==> src/rtl/vdc_pkg.sv <==
// Shared definitions for vehicle_dynamics_cc: gear codes, cruise states and
// the D/R shift-table RPM curve.
package vdc_pkg;

  localparam logic [3:0] GEAR_P = 4'd3;
  localparam logic [3:0] GEAR_R = 4'd6;
  localparam logic [3:0] GEAR_N = 4'd9;
  localparam logic [3:0] GEAR_D = 4'd12;

  typedef enum logic [1:0] {
    CC_OFF      = 2'd0,
    CC_HOLD     = 2'd1,
    CC_OVERRIDE = 2'd2,
    CC_STANDBY  = 2'd3
  } cc_state_t;

  localparam int unsigned IDLE_RPM   = 800;
  localparam int unsigned RPM_MAX    = 8000;
  localparam int unsigned EFF_SLOPE  = 20;
  localparam int unsigned LIMP_SPEED = 60;
  localparam int unsigned LIMP_TEMP  = 180;

  localparam int unsigned BP_1 = 30;
  localparam int unsigned BP_2 = 60;
  localparam int unsigned BP_3 = 90;
  localparam int unsigned BP_4 = 130;
  localparam int unsigned BP_5 = 180;

  localparam int unsigned BASE_0 = 800;
  localparam int unsigned BASE_1 = 1500;
  localparam int unsigned BASE_2 = 1500;
  localparam int unsigned BASE_3 = 1600;
  localparam int unsigned BASE_4 = 1700;
  localparam int unsigned BASE_5 = 1800;

  localparam int unsigned SLOPE_0 = 90;
  localparam int unsigned SLOPE_1 = 70;
  localparam int unsigned SLOPE_2 = 50;
  localparam int unsigned SLOPE_3 = 40;
  localparam int unsigned SLOPE_4 = 30;
  localparam int unsigned SLOPE_5 = 20;

  function automatic int unsigned shift_rpm(input int unsigned s);
    if (s < BP_1)      return BASE_0 + s * SLOPE_0;
    else if (s < BP_2) return BASE_1 + (s - BP_1) * SLOPE_1;
    else if (s < BP_3) return BASE_2 + (s - BP_2) * SLOPE_2;
    else if (s < BP_4) return BASE_3 + (s - BP_3) * SLOPE_3;
    else if (s < BP_5) return BASE_4 + (s - BP_4) * SLOPE_4;
    else               return BASE_5 + (s - BP_5) * SLOPE_5;
  endfunction

endpackage

==> src/rtl/vehicle_dynamics_cc_rpm_map.sv <==
// Registered RPM lookup: pedal-driven idle curve in P/N, shift table in D/R,
// saturated at RPM_MAX.
module vdc_rpm_map
  import vdc_pkg::*;
#(
  parameter int unsigned SPEED_W = 8
) (
  input  logic               clk,
  input  logic               rst,
  input  logic               engine_on,
  input  logic [SPEED_W-1:0] speed,
  input  logic [7:0]         eff,
  input  logic [3:0]         gear,
  output logic [13:0]        rpm
);

  int unsigned raw;
  logic [13:0] rpm_next;

  always_comb begin
    if (gear == GEAR_D || gear == GEAR_R)
      raw = shift_rpm(32'(speed));
    else
      raw = IDLE_RPM + 32'(eff) * EFF_SLOPE;
    rpm_next = (raw > RPM_MAX) ? 14'(RPM_MAX) : 14'(raw);
  end

  always_ff @(posedge clk) begin
    if (rst || !engine_on) rpm <= '0;
    else                   rpm <= rpm_next;
  end

endmodule

==> src/rtl/vehicle_dynamics_cc.sv <==
// Vehicle physics core with cruise control FSM and OBD counters.
// Define VDC_LIMP_MODE_EN to cap speed at 60 and drop cruise to STANDBY when hot.
module vehicle_dynamics_cc
  import vdc_pkg::*;
#(
  parameter int unsigned SPEED_W       = 8,
  parameter int unsigned MAX_SPEED     = 250,
  parameter int unsigned MAX_REV_SPEED = 50,
  parameter int unsigned DEAD_ZONE     = 50,
  parameter int unsigned CC_MIN_SPEED  = 30,
  parameter int unsigned ESS_SPEED     = 50,
  parameter int unsigned FUEL_DIV      = 3,
  parameter int unsigned ODO_DIV       = 10
) (
  input  logic               clk,
  input  logic               rst,
  input  logic               engine_on,
  input  logic               tick_1sec,
  input  logic               tick_speed,
  input  logic [3:0]         current_gear,
  input  logic [7:0]         adc_accel,
  input  logic               is_brake_normal,
  input  logic               is_brake_hard,
  input  logic               cc_set,
  input  logic               cc_resume,
  input  logic               cc_cancel,
  output logic [SPEED_W-1:0] speed,
  output logic [13:0]        rpm,
  output logic [7:0]         fuel,
  output logic [7:0]         temp,
  output logic [31:0]        odometer_raw,
  output logic               ess_trigger,
  output logic [1:0]         cc_state,
  output logic [SPEED_W-1:0] cc_target
);

  localparam int unsigned RW      = SPEED_W + 2;
  localparam int unsigned DW      = ((RW > 8) ? RW : 8) + 1;
  localparam int unsigned FUEL_TW = (FUEL_DIV > 1) ? $clog2(FUEL_DIV) : 1;
  localparam int unsigned ODO_TW  = (ODO_DIV > 1) ? $clog2(ODO_DIV) : 1;

  cc_state_t             state_q, state_d;
  logic [SPEED_W-1:0]    speed_q, target_q, target_d;
  logic                  ess_q, ess_d;
  logic [7:0]            fuel_q, temp_q;
  logic [31:0]           odo_q;
  logic [FUEL_TW-1:0]    fuel_tmr;
  logic [ODO_TW-1:0]     odo_tmr;

  logic [7:0]            eff, power;
  logic [RW-1:0]         resistance, speed_w, spd_next, ceiling, inc;
  logic signed [DW-1:0]  d;
  logic                  brake, engage_ok, disengage, pwr_gt;

  assign eff        = (adc_accel > 8'(DEAD_ZONE)) ? adc_accel - 8'(DEAD_ZONE) : '0;
  assign power      = (current_gear == GEAR_D) ? eff :
                      (current_gear == GEAR_R) ? (eff >> 1) : '0;
  assign speed_w    = RW'(speed_q);
  assign resistance = speed_w + RW'(5);
  assign d          = $signed(DW'(power)) - $signed(DW'(resistance));
  assign pwr_gt     = (d > 0);

  assign brake      = is_brake_normal | is_brake_hard;
  assign engage_ok  = (current_gear == GEAR_D) && (speed_q >= SPEED_W'(CC_MIN_SPEED)) && !brake;
  assign disengage  = brake || cc_cancel || (current_gear != GEAR_D);

  always_comb begin
    ceiling = (current_gear == GEAR_R) ? RW'(MAX_REV_SPEED) : RW'(MAX_SPEED);
`ifdef VDC_LIMP_MODE_EN
    if (temp_q >= 8'(LIMP_TEMP) && ceiling > RW'(LIMP_SPEED)) ceiling = RW'(LIMP_SPEED);
`endif
  end

  // Brake beats cruise beats pedal; ess only re-evaluated on brake ticks.
  always_comb begin
    spd_next = speed_w;
    ess_d    = ess_q;
    inc      = '0;
    if (is_brake_hard) begin
      spd_next = (speed_w > RW'(8)) ? speed_w - RW'(8) : '0;
      ess_d    = (speed_w > RW'(ESS_SPEED));
    end else if (is_brake_normal) begin
      spd_next = (speed_w > RW'(3)) ? speed_w - RW'(3) : '0;
      ess_d    = 1'b0;
    end else if (state_q == CC_HOLD) begin
      if (speed_q < target_q)      spd_next = speed_w + RW'(1);
      else if (speed_q > target_q) spd_next = speed_w - RW'(1);
    end else if (d > 0) begin
      inc = (d > 50) ? RW'(3) : (d > 20) ? RW'(2) : RW'(1);
      if (speed_w < ceiling)
        spd_next = (speed_w + inc > ceiling) ? ceiling : speed_w + inc;
    end else if (d < 0) begin
      if (speed_w != '0) spd_next = speed_w - RW'(1);
    end
  end

  always_comb begin
    state_d  = state_q;
    target_d = target_q;
    case (state_q)
      CC_OFF, CC_STANDBY: begin
        if (cc_set && !cc_cancel && engage_ok) begin
          state_d  = CC_HOLD;
          target_d = speed_q;
        end else if (state_q == CC_STANDBY && cc_resume && !cc_cancel &&
                     engage_ok && target_q != '0) begin
          state_d = CC_HOLD;
        end
      end
      CC_HOLD: begin
        if (disengage)   state_d = CC_STANDBY;
        else if (pwr_gt) state_d = CC_OVERRIDE;
      end
      CC_OVERRIDE: begin
        if (disengage)    state_d = CC_STANDBY;
        else if (!pwr_gt) state_d = CC_HOLD;
      end
      default: state_d = CC_OFF;
    endcase
`ifdef VDC_LIMP_MODE_EN
    if (temp_q >= 8'(LIMP_TEMP) && state_d == CC_HOLD) begin
      state_d  = CC_STANDBY;
      target_d = target_q;
    end
`endif
  end

  always_ff @(posedge clk) begin
    if (rst) begin
      state_q  <= CC_OFF;
      target_q <= '0;
      speed_q  <= '0;
      ess_q    <= 1'b0;
    end else if (!engine_on) begin
      state_q  <= CC_OFF;
      speed_q  <= '0;
      ess_q    <= 1'b0;
    end else begin
      state_q  <= state_d;
      target_q <= target_d;
      if (tick_speed) begin
        speed_q <= SPEED_W'(spd_next);
        ess_q   <= ess_d;
      end
    end
  end

  always_ff @(posedge clk) begin
    if (rst) begin
      fuel_q   <= 8'd100;
      temp_q   <= 8'd40;
      odo_q    <= '0;
      fuel_tmr <= '0;
      odo_tmr  <= '0;
    end else if (engine_on && tick_1sec) begin
      if (odo_tmr == ODO_TW'(ODO_DIV - 1)) begin
        odo_tmr <= '0;
        odo_q   <= odo_q + 32'(speed_q);
      end else begin
        odo_tmr <= odo_tmr + 1'b1;
      end
      if (speed_q != '0 || rpm > 14'd1000) begin
        if (fuel_tmr == FUEL_TW'(FUEL_DIV - 1)) begin
          fuel_tmr <= '0;
          if (fuel_q != '0) fuel_q <= fuel_q - 8'd1;
        end else begin
          fuel_tmr <= fuel_tmr + 1'b1;
        end
      end
      if (rpm > 14'd3000 && temp_q < 8'd200) temp_q <= temp_q + 8'd2;
      else if (temp_q > 8'd40)               temp_q <= temp_q - 8'd1;
    end
  end

  vdc_rpm_map #(.SPEED_W(SPEED_W)) u_rpm_map (
    .clk       (clk),
    .rst       (rst),
    .engine_on (engine_on),
    .speed     (speed_q),
    .eff       (eff),
    .gear      (current_gear),
    .rpm       (rpm)
  );

  assign speed        = speed_q;
  assign fuel         = fuel_q;
  assign temp         = temp_q;
  assign odometer_raw = odo_q;
  assign ess_trigger  = ess_q;
  assign cc_state     = state_q;
  assign cc_target    = target_q;

endmodule

==> config.mk <==
export PLATFORM = sky130hd
export DESIGN_NAME = vehicle_dynamics_cc
export DESIGN_NICKNAME = d
export VERILOG_FILES = /design/src/rtl/vdc_pkg.sv /design/src/rtl/vehicle_dynamics_cc_rpm_map.sv /design/src/rtl/vehicle_dynamics_cc.sv
export SDC_FILE = /design/constraint.sdc
export NUM_CORES = 1
export LEC_CHECK = 0
export ABC_AREA = 0
export ABC_CLOCK_PERIOD_IN_PS = 16100
export CORE_UTILIZATION = 50
export CTS_BUF_LIST = sky130_fd_sc_hd__clkbuf_8 sky130_fd_sc_hd__clkbuf_16
export DETAILED_ROUTE_END_ITERATION = 12
export GPL_TIMING_DRIVEN = 0
export HOLD_SLACK_MARGIN = 0.02
export PLACE_DENSITY = 0.69
export SLEW_MARGIN = 20
export SYNTH_ARGS = -nofsm -noshare
export SYNTH_HDL_FRONTEND = slang
export SYNTH_HIERARCHICAL = 1
export SYNTH_SLANG_ARGS = --single-unit
==> constraint.sdc <==
create_clock -name clk -period 16.1 [get_ports clk]
set_clock_uncertainty 0.2 [all_clocks]
set_input_delay 4.83 -clock clk [delete_from_list [all_inputs] [get_ports clk]]
set_output_delay 4.83 -clock clk [all_outputs]
set_load 0.01 [all_outputs]
# Yosys cells after proc, flatten, opt, wreduce, memory -nomap -nowiden
# Index checks and enable logic that the tools add are counted.
# W data, S select, Z words.
# totals
register_bits	87
inputBits	22
out_inout_bits	81
word_cells	158
# classes
n_addsub	26
n_mul	7
magnitude_cmp	23
n_eq_ne	13
n_mux	38
bitwise_logic	2
n_reduce_logical	38
# ops
cell	count
$mux W32	6
$add A11 B32 Y32 const A	5
$mux W8	17
$add A32 B8 Y32	1
$gt A32 B13 Y1 const B	1
$mul A32 B3 Y29 const B	1
$mul A32 B3 Y30 const B	1
$mul A32 B4 Y31 const B	1
$mul A32 B5 Y31 const B	1
$mul A32 B6 Y31 const B	1
$gt A8 B6 Y1 const B	3
$lt A8 B8 Y1 const B	3
$reduce_bool A8 Y1	3
$sub A8 B1 Y8 const B	3
$mux W2	9
$sub A8 B8 Y9 const B	2
$add A10 B15 Y16 const A	1
$lt A8 B8 Y1	2
$add A10 B13 Y14 const A	1
$gt A14 B10 Y1 const B	1
$gt A14 B12 Y1 const B	1
$mul A8 B6 Y14 const B	1
$mux W13	1
$mul A8 B3 Y11 const B	1
50 further kinds	80

# Logic depth before layout (Yosys ltp)
# logic_depth
word_depth	16
ltp_mapped	29
depth_no_buf	29

# Hierarchy
# The synthesis kept the hierarchy.
# modules_own_cells
module	n_inst	cells_each	area_each_um2	seq_area_each_um2
vdc_rpm_map	1	1180	9052.4	260.2
vehicle_dynamics_cc	1	746	5838.1	1461.4

# Least setup slack after synthesis
# OpenSTA, ideal clock, no wires.
# synth_path
kind	input to register
from	in adc_accel[3]
to	reg speed_q[7], in the netlist speed[7]
setup_ns	0.071
arrival_ns	10.439
required_ns	15.829
setup_slack_ns	5.390
cell_stages	29
n_path_buf	0
path_cell_list	nor3_1 > nand3b_1 > nor2_1 > nor3_1 > nor2_1 > a22o_1 > ha_1 > ha_1 > inv_1 > fa_1 > and2b_1 > o2111ai_1 > a21bo_1 > a21o_1 > a311oi_1 > nand2_1 > ha_1 > fa_1 > nand3_1 > nor2_1 > xor2_1 > ha_1 > nand2_1 > or4_1 > o21a_1 > a211oi_2 > o211ai_1 > a31o_1 > a21oi_1
# synth_between
elab_chain_len	16
elab_cells_between_ends	24
# synth_rtl
item	line_no	source
start: declaration	vehicle_dynamics_cc.sv:21	input logic [7:0] adc_accel,
$gt A8 B6 Y1 *	vehicle_dynamics_cc.sv:55	assign eff = (adc_accel > 8'(DEAD_ZONE)) ? adc_accel - 8'(DEAD_ZONE) : '0;
$mux W8 *	vehicle_dynamics_cc.sv:55	
via eff[1]	vehicle_dynamics_cc.sv:50	logic [7:0] eff, power;
$mux W7	vehicle_dynamics_cc.sv:57	(current_gear == GEAR_R) ? (eff >> 1) : '0;
$mux W8 *	vehicle_dynamics_cc.sv:56	assign power = (current_gear == GEAR_D) ? eff :
$sub A8 B9 Y10 *	vehicle_dynamics_cc.sv:60	assign d = $signed(DW'(power)) - $signed(DW'(resistance));
$gt A10 B6 Y1	vehicle_dynamics_cc.sv:89	inc = (d > 50) ? RW'(3) : (d > 20) ? RW'(2) : RW'(1);
$mux W2 (2 in a row)	vehicle_dynamics_cc.sv:89	
$add A8 B2 Y9	vehicle_dynamics_cc.sv:91	spd_next = (speed_w + inc > ceiling) ? ceiling : speed_w + inc;
$gt A9 B8 Y1	vehicle_dynamics_cc.sv:91	
$mux W8	vehicle_dynamics_cc.sv:91	
$mux W8	vehicle_dynamics_cc.sv:90	if (speed_w < ceiling)
$mux W8	vehicle_dynamics_cc.sv:88	end else if (d > 0) begin
$mux W8	vehicle_dynamics_cc.sv:85	end else if (state_q == CC_HOLD) begin
$mux W8	vehicle_dynamics_cc.sv:82	end else if (is_brake_normal) begin
$mux W8	vehicle_dynamics_cc.sv:79	if (is_brake_hard) begin
end signal: assignment	vehicle_dynamics_cc.sv:142	speed_q <= SPEED_W'(spd_next);
end: declaration	vehicle_dynamics_cc.sv:43	logic [SPEED_W-1:0] speed_q, target_q, target_d;
# Mark *: on every way through the listed nets, which the timed path passes. The rest lies on a longest branch. The select of a mux whose other input is x is not followed.
# A chain may end at the register's enable or synchronous reset.

# Final worst setup path
# Same ends and word-level chain as after synthesis.

==> impl_metrics.json <==
{
  "status": "finished clean",
  "final_nets": 2314,
  "clockBufferDepth": 2,
  "maxSlewViolCount": 0,
  "dr.pass1.iters": 8,
  "crit_top_cell": "ha_1",
  "min_period_over_period": 0.721,
  "max_freq_ghz": 0.0862,
  "synth.distinct_cells": 110,
  "endpoint": "speed[7]",
  "pwr-share-comb": 0.772,
  "max_stage_delay_ns": 0.52,
  "cp.depth": 30,
  "cts_made_buffers": 9,
  "synth_compound_gate_area_share": 0.261,
  "end_kind": "flop",
  "critPathMaxFanout": 7,
  "yosys_warnings": 6,
  "antenna_found_initial": 0,
  "p_sw_uw": 1080,
  "clk_root_buffer_cell": "clkbuf_16",
  "syn_avg_cell_area_um2": 7.73,
  "p_sw_frac": 0.522,
  "synth_edf_count": 0,
  "critPathLaunch": "adc_accel[3]",
  "path_buf_inv": 2,
  "final_layout_size_suffix_gt1_frac": 0.0528,
  "ff2ff_path_depth": 24,
  "dp.final_hpwl_mm": 36.6,
  "path_clk_slew_ns": 0.07,
  "timing.rr.start": "speed[4]",
  "core_mm2": 0.0290,
  "first_global_vias": 14300,
  "r2r-end": "u_rpm_map/rpm[1]",
  "pin_count": 103,
  "min-delay-path-class": "flop to flop",
  "p_per_area_mw_per_mm2": 124,
  "grt_overflow": 0,
  "hold_slack_ns": 0.286,
  "max_cap_violations": 0,
  "leakage_uw": 0.00699,
  "final_util": 0.577,
  "layout_setup_ws_ns": 4.50,
  "htree_levels": 3,
  "synth_xor_area_frac": 0.0890,
  "worst_pin_slew_ns": 1.15,
  "vdd_drop_max_v": 0.0000967,
  "wire_per_inst_um": 18.9,
  "vias": 15100,
  "critPathRequiredTime_ns": 16.17,
  "grt_pass1_wl_mm": 74.4,
  "areaGrowthSynthToFinish_pct": 12.4,
  "cts_resized": 0,
  "critPathSlowestCell": "or4_1",
  "syn_area_mm2": 0.0149,
  "total_power_uw": 2070,
  "die-area_mm2": 0.0305,
  "cp-start-kind": "input pin",
  "die_w_um": 175,
  "hold_buffers": 0,
  "rsz0062_at_grt": "no",
  "synth_top_family_by_area": "compound AO/OA/AOI/OAI gates",
  "tns_ns": 0,
  "ant_nets": 0,
  "clock-sinks": 86,
  "finalHoldViolCount": 0,
  "ys_seq_area_frac": 0.116,
  "viasPerCell": 6.20,
  "synth-main-ff-cell": "dfxtp_1",
  "dp_slack_ns": 4.20,
  "synth_adder_area_share": 0.232,
  "insertion_delay_ns": 0.35,
  "path_delay_family": "simple AND/OR/NAND/NOR gates",
  "remaining_drc_errors": 0,
  "p_int_uw": 989,
  "die_h_um": 175,
  "gp_congestion": 0.977,
  "fp-row-count": 62,
  "routed_wl_mm": 46.0,
  "critical_path_class": "input pin to flop",
  "fin_crit_ns": 11.60,
  "n_antenna_cell": 0,
  "synth.area.mux_share": 0.0226,
  "yosys.area_share.simple": 0.214,
  "synth-seq-cells": 86,
  "p_seq_frac": 0.114,
  "initial_utilization": 0.513,
  "grt.total_usage": 0.299,
  "synth-async-reset-ratio": 0,
  "cts_tree": "built",
  "synth_cells": 1926,
  "arrival_ns": 11.67,
  "power_frac_clock": 0.114,
  "port_buffers": 101,
  "grt_max_degree": 19,
  "finalSetupViolCount": 0,
  "slew_headroom": 0.234,
  "r2r_setup_slack_ns": 7.94,
  "cts_setup_buffers": 0,
  "drt_iter0_markers": 1182
}
==> power groups by stage <==
stage	sequential [uW]	clock, uW	combinational (uW)
floorplan	236	0	1200
global placement	240	0	1530
CTS	235	239	1560
global route	236	249	1760
detailed placement	240	0	1550
finish	235	236	1600
==> Yosys cell counts, types with 6 or more instances <==
| library cell | count | area (um^2) |
|---|---|---|
| nand3_1 | 49 | 245 |
| nand3b_1 | 8 | 60.1 |
| and3_1 | 27 | 169 |
| nand4_1 | 21 | 131 |
| nor3b_1 | 9 | 67.6 |
| fa_1 | 38 | 761 |
| a31oi_1 | 24 | 150 |
| nand2_1 | 119 | 447 |
| a211oi_2 | 6 | 75.1 |
| a221oi_1 | 7 | 61.3 |
| o31a_1 | 12 | 105 |
| xnor2_1 | 99 | 867 |
| a22oi_1 | 7 | 52.6 |
| clkbuf_1 | 39 | 146 |
| o31ai_1 | 14 | 105 |
| a211o_1 | 12 | 105 |
| nand2b_1 | 32 | 200 |
| ha_1 | 214 | 2680 |
| a22o_1 | 7 | 61.3 |
| nor2b_1 | 21 | 131 |
| and2_1 | 14 | 87.6 |
| nor4_1 | 12 | 75.1 |
| o22ai_1 | 10 | 62.6 |
| buf_2 | 16 | 80.1 |
| o21ai_0 | 98 | 490 |
| or3_1 | 32 | 200 |
| a311oi_1 | 7 | 61.3 |
| o21bai_1 | 6 | 45.0 |
| dfxtp_1 | 86 | 1720 |
| xor2_1 | 46 | 403 |
| a2111oi_0 | 7 | 61.3 |
| mux2i_1 | 28 | 280 |
| nor3_1 | 47 | 235 |
| o21ai_1 | 10 | 50.1 |
| or2_2 | 14 | 87.6 |
| inv_1 | 175 | 657 |
| o221ai_1 | 8 | 70.1 |
| a211oi_1 | 25 | 188 |
| o21a_1 | 25 | 188 |
| a21o_1 | 29 | 218 |
| o211ai_1 | 25 | 188 |
| o2111ai_1 | 11 | 96.3 |
| nor2_1 | 149 | 559 |
| a21oi_1 | 135 | 676 |
==> worst min-delay path, stage by stage, from the launching register on <==
cell and delay [ns]:
dfxtp_1 0.33, nand2_1 0.06, a21oi_1 0.05
==> cell type report <==
cell class	count	area (um^2)
fill	2737	12300
timing repair buffer	102	1010
inverter	177	664
clock inverter	6	91.3
multi-input combinational	1598	12200
clock buffer	10	239
sequential	86	1720
tap	384	480
buffer	66	305
==> worst min-delay path by stage <==
stage / from / endpoint / slack [ns] / depth (start not counted)
floorplan: fuel_tmr[0] / fuel_tmr[0] / 0.25 / 2
global route: ess_trigger / ess_trigger / 0.32 / 2
CTS: fuel_tmr[0] / fuel_tmr[0] / 0.29 / 2
finish: fuel_tmr[0] / fuel_tmr[0] / 0.29 / 2
detailed placement: fuel_tmr[0] / fuel_tmr[0] / 0.28 / 2
global placement: fuel_tmr[0] / fuel_tmr[0] / 0.26 / 2
==> metal layers <==
metal	global-route usage	share of wire	wire, um
met2	0.487	0.45	20700
met4	0.0692	0.022	994
met5	0	0	0
met1	0.418	0.46	20900
met3	0.0411	0.073	3370
==> state kept, by name, summed over array words and instances (netlist names) <==
name,flops
fuel,8
odometer_raw,32
cc_target,8
ess_trigger,1
speed,8
cc_state,2
odo_tmr,4
u_rpm_map/rpm,13
fuel_tmr,2
temp,8
==> cell families (layout without fill, tap and decap cells) <==
kind of cell             after synthesis  after routing
AO/OA/AOI/OAI                        560            560
flip-flops                            86             86
XOR/XNOR                             148            148
other                                  1              2
buffers and inverters                243            361
AND/OR/NAND/NOR                      601            601
adder cells (fa/ha/maj)              254            254
multiplexers                          33             33
==> per-stage QoR <==
step | cell area [um^2] | instances
3_3_place_gp | 16400 | 2412
3_5_place_dp | 16400 | 2413
2_1_floorplan | 14900 | 1927
4_1_cts | 16700 | 2429
5_1_grt | 16700 | 2429
6_report | 16700 | 2429
==> cells in the final DEF, fill, tap and decap left out, types with 27 or more instances in the layout <==
cell,instances
a21o_1,29
a21oi_1,135
xnor2_1,99
or3_1,32
inv_1,175
fa_1,38
ha_1,214
clkbuf_1,39
clkdlybuf4s50_1,101
nand2_1,119
nand2b_1,32
mux2i_1,28
dfxtp_1,85
and3_1,27
xor2_1,46
o21ai_0,98
nand3_1,49
nor2_1,149
nor3_1,46
(Power assumes the default switching activity.)
